===== config.mk =====
export PLATFORM = sky130hd
export DESIGN_NAME = alu_share_arb
export DESIGN_NICKNAME = d
export VERILOG_FILES = /design/src/rtl/alu_share_arb.sv
export SDC_FILE = /design/constraint.sdc
export NUM_CORES = 1
export LEC_CHECK = 0
export BUFFER_PORTS_ARGS = -buffer_cell sky130_fd_sc_hd__buf_2
export CAP_MARGIN = 5
export CORE_MARGIN = 8
export CORE_UTILIZATION = 43
export CTS_CLUSTER_DIAMETER = 50
export DETAILED_ROUTE_END_ITERATION = 12
export PLACE_DENSITY = 0.77
export SLEW_MARGIN = 20
export SYNTH_ARGS = -nofsm -noshare
export SYNTH_HDL_FRONTEND = slang
export SYNTH_SLANG_ARGS = --single-unit

===== constraint.sdc =====
create_clock -name clk -period 2 [get_ports clk]
set_input_delay 0.1 -clock clk [delete_from_list [all_inputs] [get_ports clk]]
set_output_delay 0.1 -clock clk [all_outputs]
set_load 0.05 [all_outputs]

===== src/rtl/alu_share_arb.sv =====
// alu_share_arb: round-robin sharing of one combinational ALU between two valid/ready requesters
module alu_share_arb #(
    parameter int WIDTH = 32
) (
    input  logic             clk,
    input  logic             rst_n,
    input  logic             req0_valid,
    output logic             req0_ready,
    input  logic [3:0]       req0_cntr,
    input  logic [WIDTH-1:0] req0_a,
    input  logic [WIDTH-1:0] req0_b,
    input  logic             req1_valid,
    output logic             req1_ready,
    input  logic [3:0]       req1_cntr,
    input  logic [WIDTH-1:0] req1_a,
    input  logic [WIDTH-1:0] req1_b,
    output logic             rsp0_valid,
    input  logic             rsp0_ready,
    output logic [WIDTH-1:0] rsp0_result,
    output logic             rsp0_z,
    output logic             rsp0_o,
    output logic             rsp0_err,
    output logic             rsp1_valid,
    input  logic             rsp1_ready,
    output logic [WIDTH-1:0] rsp1_result,
    output logic             rsp1_z,
    output logic             rsp1_o,
    output logic             rsp1_err,
    output logic [3:0]       alu_cntr,
    output logic [WIDTH-1:0] alu_a,
    output logic [WIDTH-1:0] alu_b,
    input  logic [WIDTH-1:0] alu_result,
    input  logic             alu_z,
    input  logic             alu_o,
    output logic             busy
);
    typedef enum logic [1:0] {IDLE, EXEC, RESP} state_t;
    state_t state_q, state_d;
    logic owner_q, owner_d, last_q, last_d, ill_q, ill_d;
    logic z_q, z_d, o_q, o_d, err_q, err_d;
    logic [3:0] cntr_q, cntr_d;
    logic [WIDTH-1:0] a_q, a_d, b_q, b_d, result_q, result_d;
    logic gnt1, take, exec_ok;
    // Grant selection, handshake outputs and ALU drive; illegal ops run a harmless add of zeros
    always_comb begin
        gnt1        = req1_valid && (!req0_valid || !last_q);
        take        = (state_q == IDLE) && (req0_valid || req1_valid);
        req0_ready  = take && !gnt1;
        req1_ready  = take && gnt1;
        exec_ok     = (state_q == EXEC) && !ill_q;
        alu_cntr    = exec_ok ? cntr_q : 4'b1000;
        alu_a       = exec_ok ? a_q : '0;
        alu_b       = exec_ok ? b_q : '0;
        rsp0_valid  = (state_q == RESP) && !owner_q;
        rsp1_valid  = (state_q == RESP) && owner_q;
        rsp0_result = rsp0_valid ? result_q : '0;
        rsp0_z      = rsp0_valid && z_q;
        rsp0_o      = rsp0_valid && o_q;
        rsp0_err    = rsp0_valid && err_q;
        rsp1_result = rsp1_valid ? result_q : '0;
        rsp1_z      = rsp1_valid && z_q;
        rsp1_o      = rsp1_valid && o_q;
        rsp1_err    = rsp1_valid && err_q;
        busy        = state_q != IDLE;
    end
    // Next-state: latch the granted request, capture the ALU one cycle later, hold until accepted
    always_comb begin
        state_d  = state_q;
        owner_d  = owner_q;
        last_d   = last_q;
        ill_d    = ill_q;
        cntr_d   = cntr_q;
        a_d      = a_q;
        b_d      = b_q;
        result_d = result_q;
        z_d      = z_q;
        o_d      = o_q;
        err_d    = err_q;
        case (state_q)
            IDLE: if (take) begin
                owner_d = gnt1;
                last_d  = gnt1;
                cntr_d  = gnt1 ? req1_cntr : req0_cntr;
                a_d     = gnt1 ? req1_a : req0_a;
                b_d     = gnt1 ? req1_b : req0_b;
                ill_d   = !cntr_d[3] && (cntr_d[2:0] != 3'b100);
                state_d = EXEC;
            end
            EXEC: begin
                result_d = ill_q ? '0 : alu_result;
                z_d      = !ill_q && alu_z;
                o_d      = !ill_q && alu_o;
                err_d    = ill_q;
                state_d  = RESP;
            end
            RESP: state_d = (owner_q ? rsp1_ready : rsp0_ready) ? IDLE : RESP;
            default: state_d = IDLE;
        endcase
    end
    // State registers; last grant resets to 1 so requester 0 wins the first tie
    always_ff @(posedge clk) begin
        if (!rst_n) begin
            state_q  <= IDLE;
            owner_q  <= 1'b0;
            last_q   <= 1'b1;
            ill_q    <= 1'b0;
            cntr_q   <= '0;
            a_q      <= '0;
            b_q      <= '0;
            result_q <= '0;
            z_q      <= 1'b0;
            o_q      <= 1'b0;
            err_q    <= 1'b0;
        end else begin
            state_q  <= state_d;
            owner_q  <= owner_d;
            last_q   <= last_d;
            ill_q    <= ill_d;
            cntr_q   <= cntr_d;
            a_q      <= a_d;
            b_q      <= b_d;
            result_q <= result_d;
            z_q      <= z_d;
            o_q      <= o_d;
            err_q    <= err_d;
        end
    end
endmodule


==> reports/summary.txt, run 1 <==
Yosys reg bits - 108
DP Cell Count - 996
vias in the first global route - 5195
Final Util - 0.618
I/O Buffers - 318
Max-Cap Viols - 0
leading post-synthesis cells by cell area - dfxtp_1 43%, and2_1 17%, a222oi_1 13%
Core Area - 11400 um^2
vias per cell - 5.38
final period utilization - 0.969
CTS tree - yes
Crit Reg-Reg Startpoint - state_q[1]
gr usage total - 0.219
Routed Antenna Nets - 0
Final Hold Viols - 0
Synth area leader - dfxtp_1
reg-to-reg endpoint - a_q[24]
top cell type's share of synthesized area - 0.434
Finish-stage setup viols - 0
Worst slew margin - 0.533
Worst EP arrival - 1.84 ns
Setup crit end kind - output pin
Finished Cell Area - 7020 um^2
RSZ-0062 raised after global routing - true
syn_nets - 756
DR vias - 5447
first-pass GRT wire length - 26700 um
Reg clk slew, reported paths - 0.07 ns
type of the worst min-delay path - input port to flip-flop
R2R depth - 5
Non-Filler Instances - 1013
Worst-Skew Late Latency - 0.35 ns
mapped cell area - 4980 um^2
max-slew violations - 0
largest net degree at the start of global routing - 70
Leakage - 3.53 nW
site row count - 39
layout cell share with drive strength beyond 1 - 0.411
synth unique cells - 23
placed instance area - 6680 um^2
clk root buf - clkbuf_16
Cells after Synth - 580
die area - 15300 um^2
Syn Area/Cell - 8.58 um^2
Layout area overhead - 41.1%
Fmax achieved - 516 MHz
Min Hold Slack - 0.00921 ns
final WL - 18100 um
DR iter-0 viols - 523
VDD IR-drop max - 0.499 mV
Hold Crit Endpoint - a_q[25]
GP Congestion - 0.802
clock sinks - 108
Worst Clk Skew - 0.00733 ns
chip height - 124 um
setup_tns - 0 ns
post-synthesis sequential area ratio - 0.434
most frequent cells in the layout - 318 x buf_2, 137 x and2_1, 108 x dfxtp_1, 107 x nor2_1, 64 x a222oi_1
TritonCTS Buffers - 9
drt first pass iters - 9
H-tree Lvls - 3
grt total ovfl - 0
CTS Buffer Depth - 2
DR DRC count - 0
HP Start - req0_a[25]
WL per Instance - 17.9 um
status - completed
hpwl dp - 13400 um
postcts setup bufs - 0
Ys Warns - 0
Starting Density - 0.438
Slew @ Worst Pin - 0.698 ns
worst hold stages - 3
Power Density - 803 nW/um^2
Die W - 124 um
I/O pin total - 319
commonest non-fill, non-tap cell in the layout - buf_2
worst-path fanout max - 34
WP data required - 1.90 ns
Setup CP Type - flip-flop to output pin
post-layout net count - 1041
Reg2Reg Setup Slack - 0.37 ns
initial antenna violation count - 2
Final min period - 1.94 ns
startpoint types - flip-flop
layer usage:
metal,vias to the layer above,routed length [um],GRT usage
li1,2620,-,-
met3,22,2120,0.0843
met1,2516,6980,0.246
met5,-,0,0
met4,0,350,0.0790
met2,289,8650,0.369
stage by stage:
stage                     power (mW)  worst slack (ns)
after floorplan                 3.32            0.0819
final                           5.64            0.0624
after global routing            5.91           -0.0463
after CTS                       5.67            0.0389
after global placement          3.73             0.372
after detailed placement        3.75             0.303
state kept, by name, summed over array words and instances (netlist names):
signal / count
result_q: 32
a_q: 32
state_q: 2
cntr_q: 4
err_q: 1
ill_q: 1
z_q: 1
last_q: 1
owner_q: 1
o_q: 1
b_q: 32
timing repair:
action                                 in CTS  in global routing
endpoints found under the hold margin       1                  0
resized for setup                           0                  1
hold buffers                                1                  0
setup endpoints to repair                   0                 10
layout make-up:
type / instances / area [um^2]
tap: 143 / 179
sequential: 108 / 2160
timing repair buffer: 333 / 1770
antenna: 1 / 2.50
fill: 1021 / 4350
multi-input combinational: 411 / 2580
inverter: 2 / 8.76
clock buffer: 11 / 253
clock inverter: 4 / 72.6
how the worst max path moves through the flow:
stage                           from              end  slack [ns]  cells after the start
after floorplan              owner_q  rsp1_result[22]        0.08                      4
after global placement    state_q[0]          a_q[20]        0.37                      5
after detailed placement  state_q[0]          a_q[24]        0.30                      5
after CTS                 state_q[1]       req0_ready        0.04                      4
after global routing      state_q[1]         alu_b[4]       -0.05                      5
final                     state_q[1]        alu_a[14]        0.06                      5
synthesized netlist by cell type, drive strengths merged:
master and n:
mux2i 5, clkbuf 43, nor3b 35, and3b 1
nor2b 1, buf 16, nor2 109, a21boi 1
o21ai 5, dfxtp 108, nand2 4, nand2b 2
a221oi 1, or3 2, and3 1, a21oi 41
a222oi 64, inv 2, nand3b 1, and2 138
report_power, final:
group          internal [mW]  switching (mW)
Clock                   1.16           0.770
Combinational          0.484           0.777
Sequential              2.34           0.108
critical path, stage by stage, from the launching register on:
cell and delay, ns:
dfxtp_1 0.35, nand2b_2 0.26, nor2_4 0.11, buf_4 0.29, and2_1 0.21, buf_2 0.27
logic make-up after synthesis:
logic type             synth area share
AO/OA/AOI/OAI                     0.179
multiplexers                     0.0101
AND/OR/NAND/NOR                   0.322
flip-flops                        0.434
buffers and inverters            0.0545
No activity file was read; power rests on OpenSTA's default activity.
==> run 2: changes to the inputs <==
--- a/config.mk
+++ b/config.mk
@@ -5,13 +5,15 @@
 export SDC_FILE = /design/constraint.sdc
 export NUM_CORES = 1
 export LEC_CHECK = 0
+export ABC_AREA = 1
 export BUFFER_PORTS_ARGS = -buffer_cell sky130_fd_sc_hd__buf_2
 export CAP_MARGIN = 5
+export CORE_ASPECT_RATIO = 1.5
 export CORE_MARGIN = 8
-export CORE_UTILIZATION = 43
+export CORE_UTILIZATION = 45
 export CTS_CLUSTER_DIAMETER = 50
 export DETAILED_ROUTE_END_ITERATION = 12
-export PLACE_DENSITY = 0.77
+export PLACE_DENSITY = 0.78
 export SLEW_MARGIN = 20
 export SYNTH_ARGS = -nofsm -noshare
 export SYNTH_HDL_FRONTEND = slang
==> run 2 against run 1 <==
Against the previous run: power fell by 1.2%; critical path type unchanged; critical endpoint is now alu_a[30]; largest power group unchanged; flip-flop and latch count unchanged; core utilization rose by 2.9 points.
==> reports/summary.txt, run 2 <==
Reg clk slew, reported paths - 0.07 ns
DR vias - 6580
Cells after Synth - 955
Worst Clk Skew - 0.00941 ns
Core Area - 12000 um^2
Starting Density - 0.463
status - completed
final period utilization - 0.924
Crit Reg-Reg Startpoint - last_q
top cell type's share of synthesized area - 0.389
Setup crit end kind - output pin
first-pass GRT wire length - 31400 um
final WL - 19800 um
GP Congestion - 0.830
Synth area leader - dfxtp_1
Final Hold Viols - 0
die area - 16200 um^2
VDD IR-drop max - 0.397 mV
clock sinks - 108
crit path capture - alu_a[30]
post-synthesis sequential area ratio - 0.389
H-tree Lvls - 3
Finish-stage setup viols - 0
startpoint types - flip-flop
postcts setup bufs - 0
largest net degree at the start of global routing - 73
R2R depth - 8
reg-to-reg endpoint - ill_q
Finished Cell Area - 7770 um^2
Routed Antenna Nets - 0
CTS tree - yes
DR DRC count - 0
I/O Buffers - 318
Yosys reg bits - 108
type of the worst min-delay path - input port to flip-flop
Largest regs - a_q (32), b_q (32), result_q (32)
synth unique cells - 18
EDFF count, synth - 0
vias in the first global route - 6380
site row count - 49
placed instance area - 7280 um^2
post-layout net count - 1436
Syn Area/Cell - 5.82 um^2
crit path launch - state_q[0]
gr usage total - 0.237
Die W - 107 um
commonest non-fill, non-tap cell in the layout - nand2_1
setup_tns - 0 ns
Ys Warns - 0
most frequent cells in the layout - 401 x nand2_1, 316 x buf_2, 148 x nor2_1, 110 x inv_1, 108 x dfxtp_1
clk root buf - clkbuf_16
grt total ovfl - 0
slowest CP cell - dfxtp_1
Fmax achieved - 541 MHz
# fillers - 1235
FFs w/ async S/R, synth - 0
TritonCTS Buffers - 9
CTS Buffer Depth - 2
I/O pin total - 319
initial antenna violation count - 4
chip height - 152 um
Tot Pwr - 5.57 mW
Worst slew margin - 0.613
Worst EP arrival - 1.75 ns
sequential cell area - 2160 um^2
mapped cell area - 5560 um^2
Slew @ Worst Pin - 0.580 ns
WL per Instance - 14.0 um
Reg2Reg Setup Slack - 0.53 ns
RSZ-0062 raised after global routing - false
Final Util - 0.647
Main synth FF type - dfxtp_1
cell repeated most along the worst path - inv_2
CP Cell Sequence - inv_2 -> nor2_1 -> inv_2 -> nor2_4 -> inv_2 -> buf_4 -> nor2_1 -> clkbuf_4
max-slew violations - 0
Setup CP Type - flip-flop to output pin
worst-path fanout max - 38
Final min period - 1.85 ns
layout cell share with drive strength beyond 1 - 0.283
Worst-Skew Late Latency - 0.35 ns
Layout area overhead - 39.7%
drt first pass iters - 5
Min Hold Slack - 0.00889 ns
most instantiated cells after synthesis - 401 x nand2_1, 150 x nor2_1, 111 x inv_1
count leader, synth - nand2_1
DR iter-0 viols - 227
Worst path max stage delay - 0.32 ns
Max-Cap Viols - 0
leading post-synthesis cells by cell area - dfxtp_1 39%, nand2_1 27%, nor2_1 10%
Power Density - 717 nW/um^2
WP data required - 1.90 ns
vias per cell - 4.64
Leakage - 4.04 nW
Multi-input gate area - 2690 um^2
hpwl dp - 14900 um
syn_nets - 1131
## run 2: cell types whose count changed after synthesis, moves of 7 or more
cell      before  now
a222oi_1      64    0
nor3b_1       35    0
clkbuf_1      43   31
and2_1       138    0
buf_2         10   17
nand2_1        4  401
nor2_1       109  150
a21oi_1       41  103
buf_4          0    8
inv_1          0  111
## run 2: report_power, final
group	switching, mW	internal [mW]
Clock	0.747	0.903
Combinational	0.975	0.504
Sequential	0.0962	2.34
Total	1.82	3.75
## run 2: how the worst min path moves through the flow
| stage | cells after the start | endpoint | from | slack [ns] |
|---|---|---|---|---|
| 2_1_floorplan | 1 | last_q | rst_n | 0.18 |
| 3_3_place_gp | 3 | result_q[4] | alu_result[4] | 0.35 |
| 3_5_place_dp | 3 | result_q[14] | alu_result[14] | 0.36 |
| 4_1_cts | 3 | result_q[4] | alu_result[4] | 0.0006 |
| 5_1_grt | 3 | result_q[6] | alu_result[6] | 0.003 |
| 6_report | 3 | result_q[6] | alu_result[6] | 0.009 |
## run 2: routing by layer
layer / track usage / routed length (um) / up-vias
met5: 0 / 23 / -
met4: 0.102 / 680 / 4
met3: 0.0754 / 1550 / 42
met2: 0.418 / 10000 / 238
met1: 0.249 / 7550 / 2860
li1: - / - / 3436
## run 2: cells by family after synthesis
group	after synthesis	share of synthesized area
AND/OR/NAND/NOR	560	0.383
buffers and inverters	177	0.129
flip-flops	108	0.389
AO/OA/AOI/OAI	110	0.0997
## run 2: critical path, delay by kind of cell (launching register included)
kind | cells | cell delay (ns)
and+or+nand+nor | 3 | 0.41
DFF | 1 | 0.32
buffers and inverters | 5 | 0.66
## run 2: per-stage QoR
step                      cells  worst slack [ns]
after floorplan             955           -0.0172
after global placement     1381             0.443
after detailed placement   1381             0.496
after CTS                  1416            0.0915
after global routing       1419          0.000771
final                      1419             0.152
## run 2: layout make-up
| class | count | area share |
|---|---|---|
| multi-input combinational | 670 | 0.346 |
| sequential | 108 | 0.278 |
| timing repair buffer | 352 | 0.258 |
| inverter | 119 | 0.0577 |
| clock buffer | 13 | 0.0335 |
| tap | 153 | 0.0246 |
| clock inverter | 2 | 0.00129 |
| antenna | 2 | 0.000644 |
## run 2: timing repair
action,CTS,global route
endpoints found under the hold margin,20,1
hold buffers,20,1
gates resized for setup,0,2
setup endpoints to repair,0,2
